## config.mk

```make
export PLATFORM = sky130hd
export DESIGN_NAME = xor3_parity_accum
export DESIGN_NICKNAME = d
export VERILOG_FILES = /design/src/rtl/xor3_parity_accum.sv
export SDC_FILE = /design/constraint.sdc
export NUM_CORES = 1
export LEC_CHECK = 0
export ABC_AREA = 1
export BUFFER_PORTS_ARGS = -buffer_cell sky130_fd_sc_hd__buf_4
export CAP_MARGIN = 40
export CELL_PAD_IN_SITES_DETAIL_PLACEMENT = 0
export CELL_PAD_IN_SITES_GLOBAL_PLACEMENT = 1
export CORE_ASPECT_RATIO = 1.1
export CORE_MARGIN = 5
export CORE_UTILIZATION = 37
export DETAILED_ROUTE_END_ITERATION = 7
export PLACE_DENSITY = 0.72
export SLEW_MARGIN = 0
export SYNTH_ARGS = -nofsm -noshare
export SYNTH_HDL_FRONTEND = slang
export SYNTH_SLANG_ARGS = --single-unit
```

## constraint.sdc

```tcl
create_clock -name clk -period 1.65 [get_ports clk]
set_input_delay 0.2475 -clock clk [delete_from_list [all_inputs] [get_ports clk]]
set_output_delay 0.2475 -clock clk [all_outputs]
set_load 0.05 [all_outputs]
```

## src/rtl/xor3_parity_accum.sv

```systemverilog
// xor3_parity_accum
//   Folds a stream of 3-bit beats into a single parity bit per frame. Each
//   accepted beat contributes the XOR of its three bits. When the frame closes,
//   the accumulated parity is compared with the expected parity bit, and the
//   result is held on a valid/ready output until it is consumed.
//
//   A frame closes on one of two conditions:
//     - an accepted beat with in_last set (normal close), or
//     - MAX_BEATS beats accepted without in_last (overflow close).
//
// Ports
//   clk        : clock; all state updates on the rising edge
//   rst_n      : asynchronous active-low reset; discards any frame in progress
//   in_valid   : a beat is present
//   in_ready   : a beat can be accepted (low only while a result is held)
//   in_bits    : beat data {a,b,c}
//   in_last    : final beat of the frame
//   par_in     : expected frame parity, sampled only on the accepted last beat
//   out_valid  : a frame result is present
//   out_ready  : the result is consumed
//   out_parity : accumulated frame parity
//   out_err    : parity mismatch or overflow
//   out_ovf    : the frame reached MAX_BEATS without in_last
//   out_count  : number of beats in the frame
module xor3_parity_accum #(
  parameter int MAX_BEATS = 16,
  parameter int ODD       = 0
) (
  input  logic                           clk,
  input  logic                           rst_n,
  input  logic                           in_valid,
  output logic                           in_ready,
  input  logic [2:0]                     in_bits,
  input  logic                           in_last,
  input  logic                           par_in,
  output logic                           out_valid,
  input  logic                           out_ready,
  output logic                           out_parity,
  output logic                           out_err,
  output logic                           out_ovf,
  output logic [$clog2(MAX_BEATS+1)-1:0] out_count
);

  localparam int   CW      = $clog2(MAX_BEATS + 1);
  localparam logic ODD_BIT = (ODD != 0);

  typedef enum logic [1:0] {
    IDLE  = 2'd0,
    ACCUM = 2'd1,
    HOLD  = 2'd2
  } state_e;

  state_e          state_q, state_d;
  logic            acc_q, acc_d;
  logic [CW-1:0]   cnt_q, cnt_d;
  logic            valid_q, valid_d;
  logic            parity_q, parity_d;
  logic            err_q, err_d;
  logic            ovf_q, ovf_d;
  logic [CW-1:0]   count_q, count_d;

  logic            accept;
  logic            beat_x;
  logic            acc_new;
  logic [CW-1:0]   cnt_new;
  logic            hit_max;

  assign in_ready = (state_q != HOLD);
  assign accept   = in_valid && in_ready;
  assign beat_x   = in_bits[2] ^ in_bits[1] ^ in_bits[0];

  // The first beat of a frame seeds from the parity sense instead of the
  // running accumulator, so no separate clear cycle is needed between frames.
  assign acc_new  = (state_q == IDLE) ? (ODD_BIT ^ beat_x) : (acc_q ^ beat_x);
  assign cnt_new  = (state_q == IDLE) ? CW'(1) : (cnt_q + CW'(1));
  assign hit_max  = (cnt_new == CW'(MAX_BEATS));

  always_comb begin
    state_d  = state_q;
    acc_d    = acc_q;
    cnt_d    = cnt_q;
    valid_d  = valid_q;
    parity_d = parity_q;
    err_d    = err_q;
    ovf_d    = ovf_q;
    count_d  = count_q;

    unique case (state_q)
      IDLE, ACCUM: begin
        if (accept) begin
          acc_d = acc_new;
          cnt_d = cnt_new;
          if (in_last || hit_max) begin
            // in_last takes priority: a last beat at MAX_BEATS is a normal close.
            state_d  = HOLD;
            valid_d  = 1'b1;
            parity_d = acc_new;
            count_d  = cnt_new;
            ovf_d    = !in_last;
            err_d    = in_last ? (acc_new ^ par_in) : 1'b1;
          end else begin
            state_d = ACCUM;
          end
        end
      end
      HOLD: begin
        if (out_ready) begin
          state_d  = IDLE;
          acc_d    = ODD_BIT;
          cnt_d    = '0;
          valid_d  = 1'b0;
          parity_d = 1'b0;
          err_d    = 1'b0;
          ovf_d    = 1'b0;
          count_d  = '0;
        end
      end
      default: begin
        state_d = IDLE;
      end
    endcase
  end

  always_ff @(posedge clk or negedge rst_n) begin
    if (!rst_n) begin
      state_q  <= IDLE;
      acc_q    <= ODD_BIT;
      cnt_q    <= '0;
      valid_q  <= 1'b0;
      parity_q <= 1'b0;
      err_q    <= 1'b0;
      ovf_q    <= 1'b0;
      count_q  <= '0;
    end else begin
      state_q  <= state_d;
      acc_q    <= acc_d;
      cnt_q    <= cnt_d;
      valid_q  <= valid_d;
      parity_q <= parity_d;
      err_q    <= err_d;
      ovf_q    <= ovf_d;
      count_q  <= count_d;
    end
  end

  assign out_valid  = valid_q;
  assign out_parity = parity_q;
  assign out_err    = err_q;
  assign out_ovf    = ovf_q;
  assign out_count  = count_q;

endmodule

```

== After elaboration in Yosys (flattened, before gate mapping) ==
Index checks and enable logic that the tools add are counted.
Word-level totals
  register bits after elaboration: 17
  latch bits: 0
  bits in writable memories: 0
  bits in read-only memories: 0
  output and inout bits: 10
  logic and storage cells: 57
  memories: 0
Cells by class
  $add $sub $neg: 1
  multipliers: 0
  div/mod/pow operators: 0
  $lt $le $gt $ge: 0
  equality and inequality tests: 7
  shift-type cells: 0
  multiplexer cells: 28
  bitwise logic cells: 4
  reduce and logical (&&, ||, !) cells: 9
Operators by type and width (number)
  5-bit two-way mux: 5
  5-bit case mux with 2 select lines: 2
  1-bit two-way mux: 12
  1-bit case mux with 2 select lines: 5
  2-bit != test (second input constant): 4
  2-bit two-way mux: 3
  5-bit by 1-bit adder with 5-bit output (second input constant): 1
  5-bit == test (second input constant): 1
  2-bit case mux with 2 select lines: 1
  4-bit AND reduction: 1
  1-bit bitwise XOR: 4
  3-bit AND reduction: 1
  2-bit by 1-bit == test with 1-bit output (second input constant): 1
  2-bit == test (second input constant): 1
  2-bit zero test: 1
  2-bit AND reduction: 1
  2-bit nonzero test: 1
  2-bit OR reduction: 1
  1-bit logical AND: 1
  1-bit zero test: 1
  1-bit logical OR: 1

== Longest topological paths before layout ==
Gate-level depths: netlist of the first run.
  word-level depth: 9
  depth in mapped cells: 11
  depth with buffers taken out: 11

== Worst setup path after synthesis of the first run ==
OpenSTA, ideal clock, no wires.
  kind: flip-flop to flip-flop
  from: register state_q[0]
  to: register count_q[3] (netlist: out_count[3])
  library setup time: 0.119 ns
  data arrival time: 1.468 ns
  required time: 1.531 ns
  slack: 0.063 ns
  cell stages (with the launch flop): 11
  buffers on the path: 1
  cells stage by stage: dfrtp_1 > nor2_4 > inv_2 > or2_1 > nand2_1 > inv_1 > o21ai_2 > inv_2 > buf_6 > nand3_1 > nand2_1
RTL lines
  start: declaration: RTL line 53  | state_e state_q, state_d;
  start signal: assignment: RTL line 135  | state_q <= state_d;
  2-bit != test: RTL line 68  | assign in_ready = (state_q != HOLD);
  net in_ready: RTL line 32  | output logic in_ready,
  1-bit logical AND: RTL line 69  | assign accept = in_valid && in_ready;
  2-bit != test (no line)
  4-bit AND reduction (no line)
  end signal: assignment: RTL line 142  | count_q <= count_d;
  end: declaration: RTL line 60  | logic [CW-1:0] count_q, count_d;
The timed path passes the listed nets, and every way through them passes these cells. The select of a mux whose other input is x is not followed.
A chain may end at the register's enable or synchronous reset.

== Worst setup path in the final report of the first run ==
  from: register state_q[1]
  to: register parity_q (netlist: out_parity)
Between the ends
  word-level cells in the longest chain between the ends: 6
RTL lines
  2-bit zero test: RTL line 74, 75, 88
  5-bit two-way mux: RTL line 75  | assign cnt_new = (state_q == IDLE) ? CW'(1) : (cnt_q + CW'(1));
  5-bit == test: RTL line 76  | assign hit_max = (cnt_new == CW'(MAX_BEATS));
  1-bit logical OR: RTL line 93  | if (in_last || hit_max) begin
  2-bit != test (no line)
  4-bit AND reduction (no line)
  end signal: assignment: RTL line 139  | parity_q <= parity_d;
  end: declaration: RTL line 57  | logic parity_q, parity_d;
Several ways; a longest one is shown, not always the timed one. The select of a mux whose other input is x is not followed.

==> summary.txt, run 1 <==
Run status
  – Status: finished clean

Clocking
  – Num Clock Sinks: 17
  – Htree depth: 1
  – Worst-path clk slew: 0.10 ns
  – CTS max path bufs: 2
  – CTS root buf: clkbuf_4
  – Worst skew pair latency: 0.28 ns
  – TritonCTS clock tree: built
  – Total CTS buffers: 3

Synth
  – Synth Area in Simple Gates: 37.02%
  – Post-synth top area cell: dfrtp_1
  – Avg Inst Size Synth: 7.327 sq um
  – Post-Syn Instances: 125
  – Register bit total from synthesis: 17
  – Mux share of post-synthesis cell area: 0%
  – Sequential element share of the synthesized area: 46.45%
  – Netlist cell types: 18
  – Top post-synthesis cells by area: dfrtp_1 46%, nand2_1 20%, nand3_1 8.2%
  – Yosys top cell area share: 46.45%
  – Main combinational cell family by area after synthesis: simple AND/OR/NAND/NOR gates
  – Syn_nets: 135
  – Post-synthesis xor/xnor area fraction: 0%
  – Adder-Cell Fraction of Synth Area: 1.366%
  – Yosys Warn Count: 0
  – Post-synthesis compound-gate area fraction: 6.148%
  – Mapped cell area: 915.9 sq um

Power
  – Pint: 970.7 uW
  – Switching part of the total: 48.33%
  – Leakage power: 0.6693 nW
  – Switching power: 908.0 uW
  – Sequential power share: 32.9%
  – Max VDD drop: 0.7879 mV
  – Clock Power Share: 11.9%
  – Power per cell area: 1571 nW/um^2
  – Comb power frac: 55.2%

STA
  – Fin crit period: 1.515 ns
  – Fin Hold WS: 0.2205 ns
  – Final setup fails: 0
  – Max Fclk: 660.1 MHz
  – Final Hold Vio Count: 0
  – Setup TNS: 0 ns
  – RSZ-0062 raised after global routing: yes
  – Max_slew headroom: 81.46%
  – Final period util: 91.81%
  – Clock Skew: 0.0006770 ns
  – Worst-margin pin slew: 0.2760 ns
  – Max-slew violations: 0

Finish
  – Commonest non-fill, non-tap cell in the layout: nand2_1
  – Fill cell count: 271
  – Final nets: 165
  – Final cell count without fillers: 185
  – Share of layout cells above drive strength 1: 27.27%
  – Most frequent cells in the layout: 47 x nand2_1, 25 x buf_4, 17 x dfrtp_1
  – Layout area overhead: 30.60%
  – Antenna diodes: 0
  – Finished Core Util: 49.33%

Place
  – # placed instances: 178
  – GPL Wtd Cong: 0.8172
  – DP HPWL: 1559 um
  – Buffers on Ports: 18

Die
  – Die X-Extent: 57.44 um
  – Core area: 2425 sq um
  – IO Count: 19
  – Die height: 62.18 um
  – Starting Density: 37.77%
  – Die ar.: 3571 sq um
  – Row cnt: 19

GRT
  – GR Overflow Total: 0
  – Vias in the first global route: 768
  – Largest net degree at the start of global routing: 18
  – First-pass GRT wire length: 3484 um
  – Initial antenna violation count: 0
  – Total track usage: 12.38%

Flow run
  – Maxcap violations: 0

Routing
  – Vias per inst: 4.362
  – Total routed wirelength: 2012 um
  – TritonRoute pass-1 iters: 4
  – WL/cell: 10.88 um
  – DRC: 0
  – Routed vias: 807
  – Post-DRT Antenna Nets: 0
  – Drt initial violations: 18

Setup path
  – CP Max Fanout: 15
  – Startpoint type of the worst setup path: flip-flop
  – Critical path arrival: 1.75 ns
  – WS Path Type: reg -> reg
  – Worst setup EP type: flip-flop
  – Required @ worst endpoint: 1.88 ns

Worst hold path
  – Worst Hold Class: in -> reg
[area by class of cell]
class | count | area [sq um] | share of cell area (%)
Tap cell | 31 | 38.79 | 3.243
Clock buffer | 4 | 26.28 | 2.197
Multi-Input combinational cell | 88 | 434.2 | 36.30
Timing Repair Buffer | 26 | 197.7 | 16.53
Inverter | 19 | 73.82 | 6.172
Sequential cell | 17 | 425.4 | 35.56
[layer usage]
| metal | track usage (%) | up-vias | wire length, um |
|---|---|---|---|
| met5 | 0 | - | 0 |
| met4 | 5.217 | 0 | 17 |
| met3 | 2.899 | 2 | 90 |
| met2 | 18.22 | 10 | 917 |
| met1 | 17.14 | 347 | 987 |
| li1 | - | 448 | - |
[timing repair]
item,CTS,global route
hold buffers,1,0
endpoints found under the hold margin,17,0
setup buffers,0,2
setup endpoints to repair,0,11
resized for setup,0,7
[worst max-delay path, stage by stage (launching register included)]
cell and delay (ns):
dfrtp_1 0.35, inv_2 0.09, nor2_4 0.16, inv_2 0.04, or2_1 0.21, nand2_1 0.06
inv_1 0.06, o21ai_2 0.11, inv_4 0.13, nand2_4 0.13, nand2_1 0.06, nand2_1 0.06
[synthesized netlist by cell type]
master,n
o22ai_1,1
nand4_1,1
nor3_1,2
nor2_4,1
or2_1,1
buf_6,1
nand3_1,15
nand2_1,48
inv_1,16
nand2_2,1
nor2_1,9
ha_1,1
o21ai_0,1
a21oi_1,2
inv_2,3
nand3_2,1
o21ai_2,4
dfrtp_1,17
[final timing paths]
path                            cells past startpoint                      from                  endpoint  slack (ns)
worst min-delay path                                3                 out_ready    state_q[1]$_DFFE_PN0P_        0.22
worst min register to register                      2  out_count[1]$_DFFE_PN0P_  out_count[1]$_DFFE_PN0P_        0.48
min in group asynchronous                           2                     rst_n  out_count[4]$_DFFE_PN0P_        0.35
worst max register to register                     11    state_q[1]$_DFFE_PN0P_    out_parity$_DFFE_PN0P_        0.14
worst max-delay path                               11    state_q[1]$_DFFE_PN0P_    out_parity$_DFFE_PN0P_        0.14
max in group asynchronous                           2                     rst_n      cnt_q[1]$_DFFE_PN0P_        1.12
[state kept, by name, indices dropped and copies added, names as in the netlist]
signal / flops
cnt_q: 5
state_q: 2
acc_q: 1
out_ovf: 1
out_err: 1
out_count: 5
out_parity: 1
out_valid: 1
[stage by stage]
stage          power [mW]  area [sq um]  setup slack, ns
6_report            1.879          1196           0.1352
5_1_grt             2.042          1196         -0.03121
3_5_place_dp        1.617          1116          0.04776
4_1_cts             1.845          1152          0.02007
2_1_floorplan       1.311         915.9          0.06323
3_3_place_gp        1.604          1116          0.07188
[cell families after synthesis]
group,count (synthesis)
AO/OA/AOI/OAI,8
adder cells (fa/ha/maj),1
buffers and inverters,20
flip-flops,17
AND/OR/NAND/NOR,79
[power by group through the flow]
stage               Combinational [mW]  Sequential, mW  Clock (mW)
floorplan                        0.422           0.890           0
global placement                 0.981           0.622           0
detailed placement               0.990           0.627           0
CTS                              0.993           0.619       0.232
global route                      1.14           0.638       0.261
finish                            1.04           0.617       0.224
Power figures use the tool's default switching activity.
==> inputs of run 2 (changes only) <==
--- a/config.mk
+++ b/config.mk
@@ -14,6 +14,7 @@
 export CORE_MARGIN = 5
 export CORE_UTILIZATION = 37
 export DETAILED_ROUTE_END_ITERATION = 7
+export MAX_ROUTING_LAYER = met4
 export PLACE_DENSITY = 0.72
 export SLEW_MARGIN = 0
 export SYNTH_ARGS = -nofsm -noshare
==> run 2 against run 1 <==
  * Clock skew hardly changed
  * Wire length is 0.15% higher
  * Combinational power hardly changed
  * Critical path type unchanged
  * Highest routed layer unchanged
==> summary.txt, run 2 (same netlist as run 1, synthesis figures left out) <==
Die
  – IO Count: 19 (unchanged)
  – Die X-Extent: 57.44 um (unchanged)
  – Die height: 62.18 um (unchanged)
  – Die ar.: 3571 sq um (unchanged)
  – Row cnt: 19 (unchanged)
  – Starting Density: 37.77% (unchanged)
  – Core area: 2425 sq um (unchanged)

Finish
  – FF+latch area: 425.4 sq um (unchanged)
  – Antenna diodes: 0 (unchanged)
  – Final nets: 165 (unchanged)
  – Finished Core Util: 49.33% (unchanged)
  – Most frequent cells in the layout: 47 x nand2_1, 25 x buf_4, 17 x dfrtp_1
  – Final cell count without fillers: 185 (unchanged)
  – Finished Cell Area: 1196 sq um (unchanged)
  – Layout area overhead: 30.60% (unchanged)
  – Fill cell count: 271 (unchanged)
  – Commonest non-fill, non-tap cell in the layout: nand2_1
  – Share of layout cells above drive strength 1: 27.27% (unchanged)
  – Multi-input logic area: 434.2 sq um (unchanged)

Place
  – Buffers on Ports: 18 (unchanged)
  – Dpl cell area: 1116 sq um (unchanged)
  – DP HPWL: 1559 um (unchanged)
  – # placed instances: 178 (unchanged)
  – Pre-CTS WS: 0.04776 ns (unchanged)
  – GPL Wtd Cong: 0.8294 (+1.5%)

Setup path
  – Worst stage delay on the critical path: 0.35 ns (about the same)
  – CP delay by family, top: simple AND/OR/NAND/NOR gates
  – Most frequent CP cell: nand2_1
  – Cell depth of the worst setup path: 11 (unchanged)
  – CP Max Fanout: 15 (unchanged)
  – R2r startpoint: state_q[1]$_DFFE_PN0P_
  – Worst setup EP type: flip-flop
  – WS Path Type: reg -> reg
  – Flop2flop setup slack: 0.13 ns (about the same)
  – Startpoint type of the worst setup path: flip-flop
  – Crit-path cells: inv_2, nor2_4, inv_2, or2_1, nand2_1, inv_1, o21ai_2, inv_4, nand2_4, nand2_1, nand2_1
  – Slowest stage cell, crit path: dfrtp_1
  – Required @ worst endpoint: 1.88 ns (about the same)
  – R2R cell count: 11 (unchanged)
  – Critical R2R Capture: out_parity$_DFFE_PN0P_
  – WP buf/inv: 4 (unchanged)
  – Critical path arrival: 1.75 ns (about the same)

STA
  – Final setup fails: 0 (unchanged)
  – Setup TNS: 0 ns (unchanged)
  – Worst-margin pin slew: 0.2760 ns (+0.0000008345 ns)
  – Max Fclk: 660.1 MHz (about the same)
  – Fin crit period: 1.515 ns (+0.0001960 ns)
  – Max-slew violations: 0 (unchanged)
  – Post-route setup slack: 0.1350 ns (-0.0001960 ns)
  – Final Hold Vio Count: 0 (unchanged)
  – Clock Skew: 0.0007146 ns (+0.00003761 ns)
  – RSZ-0062 raised after global routing: yes
  – Max_slew headroom: 81.46% (unchanged)
  – Fin Hold WS: 0.2205 ns (-0.00001400 ns)
  – Final period util: 91.82% (about the same)

GRT
  – Initial antenna violation count: 0 (unchanged)
  – First-pass GRT wire length: 3484 um (unchanged)
  – Vias in the first global route: 767 (-0.13%)
  – GR Overflow Total: 0 (unchanged)
  – Largest net degree at the start of global routing: 18 (unchanged)
  – Total track usage: 12.72% (+0.34 points)

Routing
  – Routed vias: 806 (-0.12%)
  – Vias per inst: 4.357 (-0.12%)
  – Post-DRT Antenna Nets: 0 (unchanged)
  – WL/cell: 10.89 um (+0.15%)
  – Drt initial violations: 22 (+4)
  – Total routed wirelength: 2015 um (+0.15%)
  – DRC: 0 (unchanged)
  – TritonRoute pass-1 iters: 4 (unchanged)

Clocking
  – Worst skew pair latency: 0.28 ns (about the same)
  – CTS max path bufs: 2 (unchanged)
  – Total CTS buffers: 3 (unchanged)
  – CTS root buf: clkbuf_4
  – Htree depth: 1 (unchanged)
  – Num Clock Sinks: 17 (unchanged)
  – TritonCTS clock tree: built
  – Worst-path clk slew: 0.10 ns (about the same)

Power
  – Post-layout power: 1.879 mW (about the same)
  – Leakage power: 0.6693 nW (unchanged)
  – Max VDD drop: 0.7879 mV (about the same)
  – Power per cell area: 1571 nW/um^2 (about the same)

Worst hold path
  – Hold path depth: 3 (unchanged)
  – Worst Hold Class: in -> reg
  – HP Start: out_ready
  – Hold endpoint: state_q[1]$_DFFE_PN0P_

Flow run
  – Maxcap violations: 0 (unchanged)

Run status
  – Status: finished clean
## run 2: worst min-delay path, stage by stage
cell     delay [ns]
buf_4          0.08
or2_1          0.10
nand2_1        0.05
## run 2: layout make-up
class,instances,area share [%]
Clock buffer,4,2.197
Tap cell,31,3.243
Multi-Input combinational cell,88,36.30
Sequential cell,17,35.56
Inverter,19,6.172
Timing Repair Buffer,26,16.53
## run 2: worst max-delay path by stage
stage,from,end,slack [ns]
global placement,cnt_q[0]$_DFFE_PN0P_,out_count[3]$_DFFE_PN0P_,0.07
finish,state_q[1]$_DFFE_PN0P_,out_parity$_DFFE_PN0P_,0.13
CTS,state_q[0]$_DFFE_PN0P_,out_err$_DFFE_PN0P_,0.02
global route,state_q[1]$_DFFE_PN0P_,out_valid$_DFFE_PN0P_,-0.03
floorplan,state_q[0]$_DFFE_PN0P_,out_count[3]$_DFFE_PN0P_,0.06
detailed placement,state_q[0]$_DFFE_PN0P_,out_err$_DFFE_PN0P_,0.05
## run 2: timing repair
action,CTS,global route
setup buffers,0,2
hold buffers,1,0
hold endpoints to repair,17,0
setup endpoints to repair,0,11
resized for setup,0,7
## run 2: routing by layer
layer	part of all wire (%)	vias to the layer above	GRT usage [%]
li1	-	448	-
met1	49	346	17.14
met2	45	10	18.22
met3	4.7	2	2.899
met4	0.79	0	5.217
met5	0	-	-
## run 2: where the power goes
group | internal, mW | total, mW | switching (mW)
clock | 0.0939 | 0.224 | 0.130
sequential | 0.543 | 0.617 | 0.0740
combinational | 0.333 | 1.04 | 0.704
total | 0.971 | 1.88 | 0.908
